$ cat src/rtl/local_scheduler_pkg.sv
// Shared constants for the crew scheduler: FSM states, lane ids and
// the default watchdog limit.
package local_scheduler_pkg;

  localparam logic [1:0] IDLE    = 2'b00;
  localparam logic [1:0] SERVE_C = 2'b01;
  localparam logic [1:0] SERVE_T = 2'b10;
  localparam logic [1:0] GAP     = 2'b11;

  localparam logic LANE_C = 1'b0;
  localparam logic LANE_T = 1'b1;

  localparam int TIMEOUT_DEF = 200;

endpackage

$ cat src/rtl/local_scheduler_pend_counter.sv
// Saturating pending-request counter; inc and dec together cancel,
// and a request arriving at the ceiling is dropped.
module pend_counter #(
  parameter int W = 3
) (
  input  logic         clk,
  input  logic         reset,
  input  logic         inc,
  input  logic         dec,
  output logic [W-1:0] count
);

  logic [W-1:0] cnt_q, cnt_d;

  always_comb begin
    cnt_d = cnt_q;
    if (inc && !dec && !(&cnt_q))
      cnt_d = cnt_q + W'(1);
    else if (dec && !inc && (|cnt_q))
      cnt_d = cnt_q - W'(1);
  end

  always_ff @(posedge clk or posedge reset) begin
    if (reset) cnt_q <= '0;
    else       cnt_q <= cnt_d;
  end

  assign count = cnt_q;

endmodule

$ cat src/rtl/local_scheduler.sv
// Round-robin crew scheduler between the car-wash and workshop lanes,
// with a watchdog that frees the crew from a lane that never finishes.
module local_scheduler
  import local_scheduler_pkg::*;
#(
  parameter int CNT_W   = 3,
  parameter int TIMEOUT = TIMEOUT_DEF,
  parameter int TO_W    = 8
) (
  input  logic             clk,
  input  logic             reset,
  input  logic             req_c,
  input  logic             req_t,
  input  logic             done_c,
  input  logic             done_t,
  output logic             en_c,
  output logic             en_t,
  output logic [CNT_W-1:0] pend_c,
  output logic [CNT_W-1:0] pend_t,
  output logic             busy,
  output logic             timeout,
  output logic [1:0]       state
);

  logic [1:0]      state_q, state_d;
  logic            last_q, last_d;
  logic [TO_W-1:0] wd_q, wd_d;
  logic            to_q, to_d;
  logic            grant_c, grant_t;
  logic            expire;

  assign expire = (wd_q == TO_W'(TIMEOUT - 1));

  always_comb begin
    state_d = state_q;
    to_d    = 1'b0;
    unique case (state_q)
      IDLE: begin
        if ((|pend_c) && (|pend_t))
          state_d = (last_q == LANE_T) ? SERVE_C : SERVE_T;
        else if (|pend_c)
          state_d = SERVE_C;
        else if (|pend_t)
          state_d = SERVE_T;
      end
      SERVE_C: begin
        if (done_c || expire) state_d = GAP;
        to_d = expire && !done_c;
      end
      SERVE_T: begin
        if (done_t || expire) state_d = GAP;
        to_d = expire && !done_t;
      end
      GAP:     state_d = IDLE;
      default: state_d = IDLE;
    endcase
  end

  assign grant_c = (state_q == IDLE) && (state_d == SERVE_C);
  assign grant_t = (state_q == IDLE) && (state_d == SERVE_T);

  always_comb begin
    last_d = last_q;
    if (grant_c) last_d = LANE_C;
    if (grant_t) last_d = LANE_T;
  end

  // Watchdog sits at 0 outside service, so each entry starts from zero.
  assign wd_d = (en_c || en_t) ? wd_q + TO_W'(1) : '0;

  always_ff @(posedge clk or posedge reset) begin
    if (reset) begin
      state_q <= IDLE;
      last_q  <= LANE_T;
      wd_q    <= '0;
      to_q    <= 1'b0;
    end else begin
      state_q <= state_d;
      last_q  <= last_d;
      wd_q    <= wd_d;
      to_q    <= to_d;
    end
  end

  pend_counter #(.W(CNT_W)) u_pend_c (
    .clk   (clk),
    .reset (reset),
    .inc   (req_c),
    .dec   (grant_c),
    .count (pend_c)
  );

  pend_counter #(.W(CNT_W)) u_pend_t (
    .clk   (clk),
    .reset (reset),
    .inc   (req_t),
    .dec   (grant_t),
    .count (pend_t)
  );

  assign en_c    = (state_q == SERVE_C);
  assign en_t    = (state_q == SERVE_T);
  assign busy    = en_c || en_t;
  assign timeout = to_q;
  assign state   = state_q;

endmodule
$ cat config.mk
export PLATFORM = sky130hd
export DESIGN_NAME = local_scheduler
export DESIGN_NICKNAME = d
export VERILOG_FILES = /design/src/rtl/local_scheduler_pkg.sv /design/src/rtl/local_scheduler_pend_counter.sv /design/src/rtl/local_scheduler.sv
export SDC_FILE = /design/constraint.sdc
export NUM_CORES = 1
export LEC_CHECK = 0
export CORE_ASPECT_RATIO = 1.5
export CORE_MARGIN = 2
export CORE_UTILIZATION = 53
export CTS_CLUSTER_SIZE = 16
export DETAILED_ROUTE_END_ITERATION = 8
export PLACE_DENSITY_LB_ADDON = 0.1
export SYNTH_ARGS = -nofsm -noshare
export SYNTH_HDL_FRONTEND = slang
export SYNTH_HIERARCHICAL = 1
export SYNTH_SLANG_ARGS = --single-unit
$ cat constraint.sdc
create_clock -name clk -period 3.4 [get_ports clk]
set_clock_uncertainty 0.1 [all_clocks]
set_input_delay 0.34 -clock clk [delete_from_list [all_inputs] [get_ports clk]]
set_output_delay 0.34 -clock clk [all_outputs]
set_load 0.1 [all_outputs]
==> metrics.md, run 1 <==
| Metric | Value |
|---|---|
| HP Class | in2async |
| Grt ovf | 0 |
| Clk buf depth | 2 |
| Initial drt markers | 28 |
| Netlist cell types | 42 |
| CTS Hold Bufs | 0 |
| Actual slew at the worst max-slew pin | around 0.98 ns |
| Routed WL | 2582 um |
| Yosys warns | 6 |
| Htree depth | 1 |
| Unrepaired setup endpoints after global routing | false |
| Final period util | 0.8486 |
| ANT nets after route | 0 |
| R2R Path Start | u_pend_t/count[1]$_DFFE_PP0P_ |
| Pre-Repair DR Iteration Count | 4 |
| Met3 wire length | 52 um |
| DR vias | 1096 |
| Routability cong. | 0.8105 |
| CP max FO | 9 |
| Clock root buffer | clkbuf_4 |
| Fraction of layout cells with a size suffix above 1 | 0.09494 |
| Crit path to | u_pend_c/count[1]$_DFFE_PP0P_ |
| Seq/Total Area, Yosys | 0.3614 |
| Vias per cell | 6.055 |
| Worst Path Required | 3.46 ns |
| Skew-Pair Late Insertion Delay | 0.28 ns |
| Reg clk slew, reported paths | 0.10 ns |
| Max-slew violations | 0 |
| Worst Setup End Kind | flop |
| R2R Setup Slk | a little over 0.5 ns |
| Slew margin rel. | 0.3474 |
| Gate Count Post-Synth | 138 |
| Wl on met1 | roughly 1100 um |
| Post-CTS sizing | 0 |
| Setup TNS | 0 ns |
| Setup CP Type | reg2reg |
| Worst R2R Path Depth | 10 |
| Wire length on met2 | 1399 um |
| First-pass GRT wire length | approximately 4600 um |
| CTS tree | built |
| Gr usage total | 0.2089 |
| Most common cell after layout, fill and taps aside | dfrtp_1 |
| Synth Area per Inst | 9.058 um2 |
| Syn Nets | 150 |
| Initial antenna violation count | 0 |
| Critical path launch point | u_pend_t/count[1]$_DFFE_PP0P_ |
| FP Rows | 21 |
| TritonCTS Buffers | 3 |
| Die X | 43.65 um |
| Minimum clock period | just under 3 ns |
| Number of global-route vias before repair | 1120 |
| DP Wirelength | 2011 um |
| Drt drc | 0 |
| Peak Freq | 346.6 MHz |
| Commonest non-fill, non-tap cells in the layout | 17 x dfrtp_1, 13 x inv_1, 11 x clkdlybuf4s50_1, 10 x a21oi_1 |
| Status | completed |
| Nets | 171 |
| Synth Register Bits | 18 |
| Port bufs | 17 |
| WL per Instance | approximately 14 um |
| Synthesized area | 1250 um2 |
| Reg-to-reg endpoint | u_pend_c/count[1]$_DFFE_PP0P_ |
| Die Ht | 63.48 um |
| DR top layer | met4 |
| Io pins | 18 |
| Setup violations, final | 0 |
| CP Launch Type | flop |
| Core ar. | 2233 um2 |
| Synthesis-to-finish area growth | 17.42% |
| Post-CTS setup repair buffer count | 0 |
| Total die area | 2771 um2 |
| Largest net degree at the start of global routing | 15 |
| Number of diodes | 0 |
| Max-cap violations | 0 |
| Clock Sinks | 18 |
| Initial core utilization | 0.5597 |
| CP arrival | 2.95 ns |
| Filler cell count | 190 |
| Final Hold Vio Count | 0 |
## cells by family after synthesis
family | synth area share
buffers and inverters | 0.04705
flip-flops | 0.3614
multiplexers | 0.02603
XOR/XNOR | 0.02102
adder cells (fa/ha/maj) | 0.07207
AND/OR/NAND/NOR | 0.2422
AO/OA/AOI/OAI | 0.2302
## worst min-delay path by stage
stage	endpoint	depth (start not counted)	start	slack, ns
2_1_floorplan	u_pend_c/count[0]$_DFFE_PP0P_	1	reset	-0.006
3_3_place_gp	wd_q[0]$_DFF_PP0_	1	wd_q[0]$_DFF_PP0_	0.35
3_5_place_dp	wd_q[0]$_DFF_PP0_	1	wd_q[0]$_DFF_PP0_	0.37
4_1_cts	u_pend_c/count[2]$_DFFE_PP0P_	2	reset	0.18
5_1_grt	u_pend_t/count[1]$_DFFE_PP0P_	2	reset	0.18
6_report	u_pend_c/count[0]$_DFFE_PP0P_	2	reset	0.18
## sequential cells by signal, summed over array words and instances (netlist names)
register	count
wd_q	8
u_pend_c/count	3
u_pend_t/count	3
state	2
last_q	1
timeout	1
## per-layer routing
layer	track usage	vias to the layer above
li1	-	558
met1	0.2459	524
met2	0.3768	12
met3	0.01146	2
met4	0.08333	0
met5	0	-
## layout make-up
type | instances | area [um2] | share of cell area
inverters | 13 | 48.80 | 0.03325
clock buffers | 4 | 36.28 | 0.02472
repair buffers | 18 | 162.7 | 0.1108
multi-input cells | 105 | 739.5 | 0.5038
well taps | 23 | 28.78 | 0.01961
flip-flops and latches | 18 | 451.7 | 0.3078
## through the flow
stage	instance area, um2	worst slack, ns	hold slack (ns)	std cells	util
after detailed placement	1431	0.5200	0.3679	177	0.6409
after global routing	1468	0.2837	0.1782	181	0.6571
final	1468	0.5147	0.1826	181	0.6571
after global placement	1431	0.6250	0.3548	177	0.6409
after floorplan	1250	0.1038	-0.006356	138	-
after CTS	1468	0.5090	0.1757	181	0.6571
## worst max-delay path: stages (launching register included)
cell	delay, ns
dfrtp_1	0.50
nor3_1	0.23
buf_4	0.17
nand3_1	0.08
a21oi_1	0.45
nor2b_2	0.13
nand2_1	0.11
fa_1	0.46
mux2_1	0.30
o22ai_1	0.15
a211oi_1	0.08
## synthesized netlist by cell type
cell type	instances	area share
a211o_1	2	0.014
a211oi_1	4	0.024
a21boi_0	1	0.0060
a21oi_1	10	0.040
a221oi_1	1	0.0070
a2bb2oi_1	1	0.0070
a31oi_1	4	0.020
and2_1	1	0.0050
and3_1	2	0.010
and4_1	1	0.0070
and4b_1	1	0.0080
buf_2	2	0.0080
dfrtp_1	17	0.34
dfstp_2	1	0.021
fa_1	2	0.032
ha_1	4	0.040
inv_1	13	0.039
mux2_1	2	0.018
mux2i_1	1	0.0080
nand2_1	4	0.012
nand2b_1	5	0.025
nand3_1	5	0.020
nand3_2	1	0.0080
nand3b_1	2	0.012
nand4_1	1	0.0050
nor2_1	6	0.018
nor2b_2	2	0.014
nor3_1	6	0.024
nor3b_1	3	0.018
o21a_1	3	0.018
o21ai_0	7	0.028
o221a_1	2	0.018
o221ai_1	1	0.0070
o22ai_1	4	0.020
o31a_1	1	0.0070
o32ai_1	2	0.014
or2b_1	1	0.0060
or3_1	6	0.030
or3b_1	2	0.014
or4_1	1	0.0060
xnor2_1	1	0.0070
xor2_1	2	0.014
Power of run 1 is not shown: default switching activity piles up to over one toggle a cycle in this logic, so the estimate is an artifact.
==> run 2: changes to the inputs <==
==> constraint.sdc (replaced) <==
create_clock -name clk -period 2.7 [get_ports clk]
set_clock_uncertainty 0.1 [all_clocks]
set_input_delay 0.27 -clock clk [delete_from_list [all_inputs] [get_ports clk]]
set_output_delay 0.27 -clock clk [all_outputs]
set_load 0.1 [all_outputs]
==> metrics.md, run 2 (synthesized netlist as in run 1, its figures left out) <==
| Metric | Value |
|---|---|
| WL per Instance | 15.11 um (+6.0%) |
| Worst R2R Path Depth | 9 (-1) |
| M3 GR Usage | 0.02006 (+0.008596) |
| Status | completed |
| Number of global-route vias before repair | 1199 (+7.1%) |
| Actual slew at the worst max-slew pin | 0.4758 ns (-0.5000 ns) |
| Port bufs | 17 (unchanged) |
| Die X | 43.65 um (unchanged) |
| Reg-to-reg endpoint | u_pend_t/count[1]$_DFFE_PP0P_ |
| CP arrival | 2.72 ns (-0.23 ns) |
| Max-slew violations | 0 (unchanged) |
| Slew margin rel. | 0.6825 (+0.3350) |
| Minimum clock period | 2.636 ns (-0.2488 ns) |
| Commonest non-fill, non-tap cells in the layout | 25 x buf_4, 13 x inv_1, 9 x a21oi_1, 9 x dfrtp_1, 7 x o21ai_0 |
| Setup CP Type | reg2reg |
| ANT nets after route | 0 (unchanged) |
| Layer with the highest usage | met2 |
| Largest Register | wd_q |
| Most common cell after layout, fill and taps aside | buf_4 |
| FF+latch area | 474.2 um2 (+5.0%) |
| CP top delay family | compound AO/OA/AOI/OAI gates |
| Io pins | 18 (unchanged) |
| Gr usage total | 0.2428 (+0.03391) |
| Met2 Use GR | 0.4393 (+0.06250) |
| Crit path depth | 9 (-1) |
| Pre-Repair DR Iteration Count | 4 (unchanged) |
| Critical path's largest stage delay | 0.53 ns (+0.03 ns) |
| Nets | 183 (+7.0%) |
| Multi-input gate area | 769.5 um2 (+4.1%) |
| Die Ht | 63.48 um (unchanged) |
| Hold Slack | 0.1161 ns (-0.06642 ns) |
| Setup violations, final | 0 (unchanged) |
| Worst path slowest cell | dfrtp_4 |
| Fin util | 0.7143 (+0.05714) |
| Skew-Pair Late Insertion Delay | 0.30 ns (+0.02 ns) |
| Grt ovf | 0 (unchanged) |
| CTS tree | built |
| Worst Path Required | 2.78 ns (-0.68 ns) |
| Vias per cell | 6.135 (+1.3%) |
| Initial drt markers | 39 (+39%) |
| Reg clk slew, reported paths | 0.11 ns (about the same) |
| Max-cap violations | 0 (unchanged) |
| Peak Freq | 379.3 MHz (+9.4%) |
| Initial core utilization | 0.5597 (unchanged) |
| Fraction of layout cells with a size suffix above 1 | 0.2765 (+0.1815) |
| HP Class | in2async |
| CP cell instances | nor3_4, a21oi_1, o21a_1, nor2b_2, nand2_1, fa_1, mux2_1, o22ai_1, a211oi_1 |
| TritonCTS Buffers | 3 (unchanged) |
| Final Hold Vio Count | 0 (unchanged) |
| First-pass GRT wire length | 5250 um (+14%) |
| Initial antenna violation count | 0 (unchanged) |
| FP Rows | 21 (unchanged) |
| Total die area | 2771 um2 (unchanged) |
| Placed Instance Area | 1521 um2 (+6.3%) |
| Met1 usage | 0.2886 (+0.04273) |
| Clock Sinks | 18 (unchanged) |
| CP Launch Type | flop |
| Max reg flops | 8 (unchanged) |
| DP Wirelength | 2218 um (+10%) |
| Worst Setup End Kind | flop |
| Htree depth | 1 (unchanged) |
| Crit path to | u_pend_t/count[1]$_DFFE_PP0P_ |
| Clk buf depth | 2 (unchanged) |
| Core ar. | 2233 um2 (unchanged) |
| Synthesis-to-finish area growth | 27.63% |
| R2R Path Start | u_pend_t/count[1]$_DFFE_PP0P_ |
| DR vias | 1184 (+8.0%) |
| CP max FO | 5 (-4) |
| Routability cong. | 0.7769 (-4.1%) |
| Buffers & Inverters on Critical Path | 0 (-1) |
| Post-route cell area | 1595 um2 (+8.7%) |
| Number of diodes | 0 (unchanged) |
| Setup TNS | 0 ns (unchanged) |
| Drt drc | 0 (unchanged) |
| Routed WL | 2917 um (+13%) |
| R2R Setup Slk | 0.06 ns (-0.45 ns) |
| Critical path launch point | u_pend_t/count[1]$_DFFE_PP0P_ |
| Largest net degree at the start of global routing | 14 (-1) |
| Filler cell count | 177 (-6.8%) |
| Final period util | 0.9765 (+0.1279) |
| Clock root buffer | clkbuf_4 |
-- run 2: cell types whose count changed in the layout (fill, tap and decap cells not counted), sizes merged --
| cell | before | now |
|---|---|---|
| clkdlybuf4s50 | 11 | 5 |
| buf | 7 | 25 |
-- run 2: cell type report --
| type | count | area share |
|---|---|---|
| inverters | 13 | 0.03059 |
| clock buffers | 4 | 0.02275 |
| multi-input cells | 105 | 0.4824 |
| repair buffers | 30 | 0.1490 |
| well taps | 23 | 0.01804 |
| flip-flops and latches | 18 | 0.2973 |
-- run 2: per-layer routing --
layer,wire length [um],vias up,share of wire
li1,-,580,-
met1,1161,575,0.40
met2,1628,25,0.56
met3,88,4,0.030
met4,38,0,0.013
met5,0,-,0
-- run 2: worst min path at each step --
stage | end | slack (ns) | start | cells past startpoint
2_1_floorplan | u_pend_c/count[1]$_DFFE_PP0P_ | -0.08 | reset | 1
3_3_place_gp | wd_q[0]$_DFF_PP0_ | 0.36 | wd_q[0]$_DFF_PP0_ | 1
3_5_place_dp | wd_q[0]$_DFF_PP0_ | 0.37 | wd_q[0]$_DFF_PP0_ | 1
4_1_cts | u_pend_c/count[1]$_DFFE_PP0P_ | 0.11 | reset | 2
5_1_grt | u_pend_c/count[1]$_DFFE_PP0P_ | 0.12 | reset | 2
6_report | u_pend_c/count[1]$_DFFE_PP0P_ | 0.12 | reset | 2
-- run 2: per-stage QoR --
| stage | setup WS (ns) | cells |
|---|---|---|
| final | 0.06352 | 193 |
| after global placement | 0.1819 | 186 |
| after detailed placement | 0.06743 | 186 |
| after CTS | 0.04928 | 190 |
| after floorplan | 0.001397 | 138 |
| after global routing | -0.02500 | 193 |
-- run 2: what timing repair did --
item	CTS	global route
setup buffers	0	3
hold buffers	0	0
setup endpoints to repair	0	4
resized for setup	0	4
Power of run 2 is left out for the same reason.
==> run 3: changes to the inputs <==
--- a/config.mk
+++ b/config.mk
@@ -5,11 +5,14 @@
 export SDC_FILE = /design/constraint.sdc
 export NUM_CORES = 1
 export LEC_CHECK = 0
+export ABC_CLOCK_PERIOD_IN_PS = 2700
 export CORE_ASPECT_RATIO = 1.5
 export CORE_MARGIN = 2
 export CORE_UTILIZATION = 53
 export CTS_CLUSTER_SIZE = 16
 export DETAILED_ROUTE_END_ITERATION = 8
+export GPL_ROUTABILITY_DRIVEN = 0
+export GPL_TIMING_DRIVEN = 1
 export PLACE_DENSITY_LB_ADDON = 0.1
 export SYNTH_ARGS = -nofsm -noshare
 export SYNTH_HDL_FRONTEND = slang
==> results of run 3 <==
Final layout, timing and power as in run 2 (identical DEF).
Power of run 3 is left out for the same reason.
